**src/rtl/game_tick_generator.sv**
```systemverilog
// Turns a free-running asynchronous slow oscillator into single-cycle game-tick enables on the fast clock,
// with a watchdog stall detector and an SYNC/RUN/STALL resync FSM. Optional input freeze via GAME_TICK_FREEZE_EN.
module game_tick_generator #(
    parameter int TICK_DIV        = 167,
    parameter int WATCHDOG_CYCLES = 8192
) (
    input  logic        fast_clock_in,
    input  logic        reset,
    input  logic        slow_clock_in,
`ifdef GAME_TICK_FREEZE_EN
    input  logic        freeze,
`endif
    output logic        slow_edge,
    output logic        tick_enable,
    output logic [15:0] tick_count,
    output logic        stalled
);

    localparam int PW = (TICK_DIV > 1) ? $clog2(TICK_DIV) : 1;
    localparam int WW = $clog2(WATCHDOG_CYCLES);
    localparam logic [PW-1:0] PRESC_LAST = PW'(TICK_DIV - 1);
    localparam logic [WW-1:0] WD_LAST    = WW'(WATCHDOG_CYCLES - 1);

    typedef enum logic [1:0] {
        ST_SYNC  = 2'd0,
        ST_RUN   = 2'd1,
        ST_STALL = 2'd2
    } state_t;

    state_t        r_state;
    state_t        w_state_nxt;
    logic          r_s1, r_s2, r_s3;
    logic          r_slow_edge;
    logic [PW-1:0] r_presc, w_presc_nxt;
    logic [WW-1:0] r_wd, w_wd_nxt;
    logic          r_sync_cnt, w_sync_nxt;
    logic [15:0]   r_tick_count, w_tick_count_nxt;
    logic          w_tick;
    logic          w_wd_expire;
    logic          w_raw_edge;
    logic          w_freeze;

`ifdef GAME_TICK_FREEZE_EN
    assign w_freeze = freeze;
`else
    assign w_freeze = 1'b0;
`endif

    assign w_raw_edge = r_s2 & ~r_s3;

    always_ff @(posedge fast_clock_in or posedge reset) begin
        if (reset) begin
            r_s1        <= 1'b0;
            r_s2        <= 1'b0;
            r_s3        <= 1'b0;
            r_slow_edge <= 1'b0;
        end else begin
            r_s1        <= slow_clock_in;
            r_s2        <= r_s1;
            r_s3        <= r_s2;
            r_slow_edge <= w_raw_edge;
        end
    end

    always_ff @(posedge fast_clock_in or posedge reset) begin
        if (reset) begin
            r_state <= ST_SYNC;
        end else begin
            r_state <= w_state_nxt;
        end
    end

    // A slow edge in the expiry cycle always wins over the watchdog.
    assign w_wd_expire = (r_wd == WD_LAST) && !r_slow_edge;

    always_comb begin
        w_state_nxt      = r_state;
        w_presc_nxt      = r_presc;
        w_sync_nxt       = r_sync_cnt;
        w_tick_count_nxt = r_tick_count;
        w_wd_nxt         = r_wd;
        w_tick           = 1'b0;

        if (r_slow_edge) begin
            w_wd_nxt = '0;
        end else if (r_state != ST_STALL) begin
            w_wd_nxt = w_wd_expire ? '0 : r_wd + 1'b1;
        end

        case (r_state)
            ST_SYNC: begin
                if (r_slow_edge) begin
                    if (r_sync_cnt) begin
                        w_state_nxt = ST_RUN;
                        w_presc_nxt = '0;
                        w_sync_nxt  = 1'b0;
                    end else begin
                        w_sync_nxt  = 1'b1;
                    end
                end else if (w_wd_expire) begin
                    w_state_nxt = ST_STALL;
                    w_presc_nxt = '0;
                    w_sync_nxt  = 1'b0;
                end
            end
            ST_RUN: begin
                if (r_slow_edge) begin
                    if (!w_freeze) begin
                        if (r_presc == PRESC_LAST) begin
                            w_presc_nxt      = '0;
                            w_tick           = 1'b1;
                            w_tick_count_nxt = r_tick_count + 16'd1;
                        end else begin
                            w_presc_nxt = r_presc + 1'b1;
                        end
                    end
                end else if (w_wd_expire) begin
                    w_state_nxt = ST_STALL;
                    w_presc_nxt = '0;
                    w_sync_nxt  = 1'b0;
                end
            end
            ST_STALL: begin
                // The restarting edge is already the first SYNC edge.
                if (r_slow_edge) begin
                    w_state_nxt = ST_SYNC;
                    w_sync_nxt  = 1'b1;
                end
            end
            default: begin
                w_state_nxt = ST_SYNC;
                w_presc_nxt = '0;
                w_sync_nxt  = 1'b0;
            end
        endcase
    end

    always_ff @(posedge fast_clock_in or posedge reset) begin
        if (reset) begin
            r_presc      <= '0;
            r_wd         <= '0;
            r_sync_cnt   <= 1'b0;
            r_tick_count <= 16'h0000;
        end else begin
            r_presc      <= w_presc_nxt;
            r_wd         <= w_wd_nxt;
            r_sync_cnt   <= w_sync_nxt;
            r_tick_count <= w_tick_count_nxt;
        end
    end

    assign slow_edge   = r_slow_edge;
    assign tick_enable = w_tick;
    assign tick_count  = r_tick_count;
    assign stalled     = (r_state == ST_STALL);

endmodule

```
**config.mk**
```make
export PLATFORM = sky130hd
export DESIGN_NAME = game_tick_generator
export DESIGN_NICKNAME = d
export VERILOG_FILES = /design/src/rtl/game_tick_generator.sv
export SDC_FILE = /design/constraint.sdc
export NUM_CORES = 1
export LEC_CHECK = 0
export CELL_PAD_IN_SITES_DETAIL_PLACEMENT = 1
export CELL_PAD_IN_SITES_GLOBAL_PLACEMENT = 2
export CORE_AREA = 4 4 81 83
export DETAILED_ROUTE_END_ITERATION = 8
export DIE_AREA = 0 0 85 87
export PLACE_DENSITY = 0.8
export REMOVE_ABC_BUFFERS = 1
export SLEW_MARGIN = 25
export SYNTH_ARGS = -nofsm -noshare
export SYNTH_HDL_FRONTEND = slang
export SYNTH_SLANG_ARGS = --single-unit
```
**constraint.sdc**
```tcl
create_clock -name fast_clock_in -period 5.3 [get_ports fast_clock_in]
set_input_delay 1.06 -clock fast_clock_in [delete_from_list [all_inputs] [get_ports fast_clock_in]]
set_output_delay 1.06 -clock fast_clock_in [all_outputs]
set_load 0.01 [all_outputs]
```
==> results of run 1 <==
-- state kept, by name, summed over array words and instances, names as in the netlist --
register    cells
tick_count     16
r_wd           13
r_presc         8
r_state         2
r_s1            1
r_s2            1
r_s3            1
r_sync_cnt      1
slow_edge       1
-- kinds of logic (layout without fill, tap and decap cells) --
logic type | Yosys count | in the layout | share of synthesized area
xor gates and xnor gates | 20 | 20 | 0.0795
muxes | 2 | 2 | 0.00965
AOI/OAI and AO/OA | 39 | 39 | 0.111
adders and majority gates | 4 | 4 | 0.0227
buffers and inverters | 14 | 39 | 0.0238
DFF | 44 | 44 | 0.499
and+or+nand+nor | 93 | 93 | 0.254
-- area by class of cell --
class                      instances  area [um^2]
sequential                        44         1100
clock buffer                       6         72.6
tap                               75         93.8
inverter                           8         30.0
fill                             658         3240
multi-input combinational        158         1050
clock inverter                     2         35.0
timing repair buffer              23          225
-- power by group --
part	switching, mW	internal, mW	leakage (nW)	total [mW]
clock	0.118	0.140	0.0552	0.258
combinational	0.0541	0.0475	0.445	0.102
sequential	0.0404	0.368	0.588	0.409
-- per-layer routing --
| layer | global-route usage | up-vias |
|---|---|---|
| met5 | 0 | - |
| met4 | 0.0475 | 0 |
| met3 | 0.0322 | 7 |
| met2 | 0.237 | 14 |
| met1 | 0.198 | 902 |
| li1 | - | 842 |
-- worst register-to-register path, delay by kind of cell, from the launching register on --
family,cells,cell delay (ns)
simple gates,3,1.32
buf+inv,1,0.09
flops,1,0.40
fa+ha+maj,1,0.15
xor+xnor,1,0.18
-- stage by stage --
stage                     area (um^2)  cells  power [mW]  hold slack (ns)  setup slack, ns
after global placement           2500    308       0.516            0.334             2.06
after CTS                        2610    316       0.779            0.355             1.60
after global routing             2610    316       0.818            0.371             1.43
final                            2610    316       0.768            0.356             1.63
after detailed placement         2500    308       0.518            0.336             2.00
after floorplan                  2180    210       0.485            0.331             2.76
-- cell usage in the layout, fill, tap and decap left out, types with 6 or more instances in the layout --
cell / netlist / layout
nand4_1: 8 / 8
o21ai_0: 6 / 6
clkdlybuf4s50_1: 0 / 21
inv_1: 8 / 7
nand3_1: 14 / 14
nand2_1: 14 / 14
a31oi_1: 11 / 11
and3_1: 9 / 9
xnor2_1: 17 / 17
nor2_1: 9 / 9
dfrtp_1: 44 / 44
a21oi_1: 10 / 10
-- final timing paths --
| kind | from | endpoint | slack [ns] | cells past startpoint |
|---|---|---|---|---|
| worst max-delay path | r_presc[0]$_DFFE_PP0P_ | tick_enable | 1.63 | 5 |
| min in group asynchronous | reset | r_wd[5]$_DFFE_PP0P_ | 1.20 | 3 |
| worst min-delay path | r_s1$_DFF_PP0_ | r_s2$_DFF_PP0_ | 0.36 | 0 |
| worst max register to register | r_presc[0]$_DFFE_PP0P_ | tick_count[13]$_DFFE_PP0P_ | 3.04 | 6 |
| max in group asynchronous | reset | r_state[1]$_DFFE_PP0P_ | 3.71 | 3 |
| worst min register to register | r_s1$_DFF_PP0_ | r_s2$_DFF_PP0_ | 0.36 | 0 |
==> metrics.yaml, run 1 <==
status: "finished, final reports clean"
cts_hold_buf: 0
maxSlewHeadroom: 0.415
ios: 22
fin_skew_ns: 0.00469
grt_max_degree: 45
crit_required_ns: 4.24
antenna_cells: 0
drt-total-wl_um: 5020
syn_area_per_cell_um2: 10.2
cp-start-kind: "flop"
grt_pass1_wl_um: 8790
cts_tree: "built"
synth_seq_area_share: 0.499
clock_path_buffers: 2
rows: 28
vdd_drop_max_v: 0.000162
slowest_stage: "nor4_2"
initial_utilization: 0.377
numClockSinks: 44
crit_path_max_fanout: 7
clkSlewWorstSetupHoldPaths_ns: 0.08
synth_top_area_share: 0.499
grt_pass1_vias: 1809
finalCritPeriodShare: 0.692
syn_inst: 216
first_pass_iters: 4
post_cts_buffers: 0
hold_violations: 0
path_buf_inv: 2
drt_iter0_markers: 45
wl_met1_um: 2450
finalSetupTns_ns: 0
slew_viol_final: 0
synth_top_area_cell: "dfrtp_1"
synth_cell_types: 39
tightest_slew_ns: 0.870
dieArea_mm2: 0.00740
crit_family: "simple AND/OR/NAND/NOR gates"
top_layer_used: "met4"
place.gp.congestion: 0.731
fmax_mhz: 273
vias: 1765
synth.area.top_cells: "dfrtp_1 (50%), xnor2_1 (6.8%), nand3_1 (3.2%), a31oi_1 (3.1%), and3_1 (2.6%)"
clk_latency_ns: 0.30
async_flop_share: 1.00
rsz0062_at_grt: "false"
syn_to_final_growth_pct: 18.3
die-height_um: 87
finalSetupViolCount: 0
synthTopCellsByCount: "dfrtp_1 (44), xnor2_1 (17), nand2_1 (14), nand3_1 (14), a31oi_1 (11)"
design.core.area_mm2: 0.00585
cts_resized: 0
critPathKind: "reg -> out"
synth_edf_count: 0
fin_util: 0.446
routed_via_density: 5.59
routed-wl-met2_um: 2400
port-buffer-count: 21
crit_arrival_ns: 2.61
worstPathCellList: "inv_1 -> ha_1 -> nand4bb_1 -> nor4_2 -> clkdlybuf4s50_1"
drc: 0
end_kind: "primary output"
die_w_um: 85
drive_above_1_share: 0.0622
yosysWarnings: 0
grt-ovfl-total: 0
leakagePower_nw: 1.09
htree_levels: 2
synth_seq_cells: 44
slowest_delay_ns: 0.74
met3WireLength_um: 101
gr-usage-all-layers: 0.147
synthesis.area_mm2: 0.00220
period_needed_ns: 3.67
powerDensity_mw_per_mm2: 295
cap_violations: 0
hp-class: "reg -> reg"
hpwlAfterDp_um: 3440
nNetsFinal: 247
synthFlopType: "dfrtp_1"
root_buffer: "clkbuf_8"
antenna_found_initial: 0
antenna_left: 0
cts_buffers: 5
wl_per_cell_um: 15.9
synth.most_common_cell: "dfrtp_1"
Note: power is estimated with default switching activity, not from simulation.
==> run 2, diff against run 1 <==
--- a/config.mk
+++ b/config.mk
@@ -7,10 +7,10 @@
 export LEC_CHECK = 0
 export CELL_PAD_IN_SITES_DETAIL_PLACEMENT = 1
 export CELL_PAD_IN_SITES_GLOBAL_PLACEMENT = 2
-export CORE_AREA = 4 4 81 83
+export CORE_AREA = 4 4 84 86
 export DETAILED_ROUTE_END_ITERATION = 8
-export DIE_AREA = 0 0 85 87
-export PLACE_DENSITY = 0.8
+export DIE_AREA = 0 0 88 90
+export PLACE_DENSITY = 0.75
 export REMOVE_ABC_BUFFERS = 1
 export SLEW_MARGIN = 25
 export SYNTH_ARGS = -nofsm -noshare
==> constraint.sdc (replaced) <==
create_clock -name fast_clock_in -period 3.41 [get_ports fast_clock_in]
set_input_delay 0.682 -clock fast_clock_in [delete_from_list [all_inputs] [get_ports fast_clock_in]]
set_output_delay 0.682 -clock fast_clock_in [all_outputs]
set_load 0.01 [all_outputs]
==> run 2 against run 1 <==
Effect of this change:
- cell area grew 0.96%
- sequential share of layout area shrank 0.40 points
- combinational power grew 59%
- via count shrank 0.96%
- register-to-register slack lost 1.9 ns
- critical endpoint unchanged
- largest power group unchanged
==> metrics.yaml, run 2 (synthesis gave the netlist of run 1 again) <==
grt_pass1_vias: 1833  # +1.3%
cts_buffers: 5  # unchanged
crit_required_ns: 2.73  # -1.51 ns
status: "finished, final reports clean"
final_common_cell: "dfrtp_1"
leakagePower_nw: 1.10  # +1.3%
layout_common_cells: "dfrtp_1 (44), clkdlybuf4s50_1 (21), xnor2_1 (17)"
slowest_delay_ns: 0.54  # -0.20 ns
powerDensity_mw_per_mm2: 466  # +58%
clkSlewWorstSetupHoldPaths_ns: 0.09  # about the same
crit_arrival_ns: 2.22  # -0.39 ns
finalCritPeriodShare: 0.850
fin_area_mm2: 0.00263  # +0.96%
place.gp.congestion: 0.729  # -0.31%
slew_viol_final: 0  # unchanged
vdd_drop_max_v: 0.000293  # +80%
largest_reg_flops: 16  # unchanged
drt_iter0_markers: 54  # +20%
fmax_mhz: 345
wl_per_cell_um: 16.6  # +4.6%
cts_tree: "built"
nNetsFinal: 248  # +0.40%
grt-ovfl-total: 0  # unchanged
cp-start-kind: "flop"
clk_latency_ns: 0.30  # about the same
root_buffer: "clkbuf_8"
cts_resized: 0  # unchanged
antenna_found_initial: 0  # unchanged
port-buffer-count: 21  # unchanged
critPathKind: "reg -> out"
finalSetupTns_ns: 0  # unchanged
cap_violations: 0  # unchanged
grt_pass1_wl_um: 9530  # +8.4%
die-height_um: 90  # +3.4%
htree_levels: 2  # unchanged
vias: 1748  # -0.96%
hold_violations: 0  # unchanged
cts_hold_buf: 0  # unchanged
syn_to_final_growth_pct: 19.5
antenna_left: 0  # unchanged
slowest_stage: "clkdlybuf4s50_1"
dpl_cell_area_mm2: 0.00251  # +0.40%
die_w_um: 88  # +3.5%
design.core.area_mm2: 0.00628  # +7.3%
period_needed_ns: 2.90
rows: 29  # +3.6%
initial_utilization: 0.351  # -0.0256
worstPathCellList: "inv_1 -> ha_1 -> nand4bb_1 -> nor4_2 -> buf_4 -> clkdlybuf4s50_1"
drt-total-wl_um: 5300  # +5.6%
gr-usage-all-layers: 0.149  # +0.00180
drc: 0  # unchanged
dieArea_mm2: 0.00792  # +7.1%
antenna_cells: 0  # unchanged
fin_skew_ns: 0.0129  # +0.00817 ns
hp-class: "reg -> reg"
end_kind: "primary output"
grt_max_degree: 45  # unchanged
maxSlewHeadroom: 0.368  # -0.0472
drive_above_1_share: 0.0744  # +0.0121
rsz0062_at_grt: "false"
hpwlAfterDp_um: 3600  # +4.5%
ios: 22  # unchanged
tightest_slew_ns: 0.940  # +0.0702 ns
post_cts_buffers: 0  # unchanged
routed_via_density: 5.48  # -1.9%
clock_path_buffers: 2  # unchanged
numClockSinks: 44  # unchanged
finalSetupViolCount: 0  # unchanged
nFillCells: 713  # +8.4%
first_pass_iters: 4  # unchanged
crit_path_max_fanout: 7  # unchanged
run 2: cell count changes in the layout (fill, tap and decap cells not counted):
| cell | before | now |
|---|---|---|
| buf_4 | 2 | 3 |
| clkbuf_1 | 1 | 0 |
| clkbuf_8 | 5 | 6 |
| clkinv_1 | 1 | 0 |
| clkinv_4 | 0 | 1 |
run 2: path summary, 6_finish.rpt:
kind	startpoint	to	slack, ns	cells past startpoint
min in group asynchronous	reset	r_s2$_DFF_PP0_	0.80	2
worst min-delay path	r_s1$_DFF_PP0_	r_s2$_DFF_PP0_	0.35	0
worst min register to register	r_s1$_DFF_PP0_	r_s2$_DFF_PP0_	0.35	0
worst max register to register	r_presc[0]$_DFFE_PP0P_	tick_count[13]$_DFFE_PP0P_	1.13	6
max in group asynchronous	reset	r_state[1]$_DFFE_PP0P_	2.12	2
worst max-delay path	r_presc[0]$_DFFE_PP0P_	tick_enable	0.51	6
run 2: critical path, delay by kind of cell (launching register included):
kind	cells	cell delay [ns]
adders and majority gates	1	0.17
and+or+nand+nor	2	0.53
DFF	1	0.40
buffers and inverters	3	0.83
run 2: metrics by stage:
step	hold WS (ns)	util	power [mW]	cells	worst slack, ns
2_1_floorplan	0.331	-	0.754	210	1.25
3_3_place_gp	0.343	0.400	0.805	311	0.851
3_5_place_dp	0.337	0.400	0.811	311	0.817
4_1_cts	0.358	0.419	1.25	319	0.472
5_1_grt	0.361	0.420	1.30	319	0.352
6_report	0.354	0.420	1.23	319	0.511
run 2: cell type report:
type / count / area [um^2] / area share
sequential: 44 / 1100 / 0.418
multi-input combinational: 158 / 1050 / 0.399
timing repair buffer: 24 / 233 / 0.0884
tap: 77 / 96.3 / 0.0366
clock buffer: 6 / 82.6 / 0.0314
clock inverter: 2 / 38.8 / 0.0147
inverter: 8 / 31.3 / 0.0119
run 2: per-layer routing:
metal / GRT usage / wire [um]
met5: 0 / 0
met4: 0.0435 / 68
met3: 0.0356 / 143
met2: 0.228 / 2520
met1: 0.208 / 2570
run 2: where the power goes:
part | switching [mW] | leakage [nW] | internal (mW)
clock network | 0.188 | 0.0614 | 0.240
logic | 0.0881 | 0.454 | 0.0737
registers | 0.0647 | 0.588 | 0.573
total | 0.341 | 1.10 | 0.886
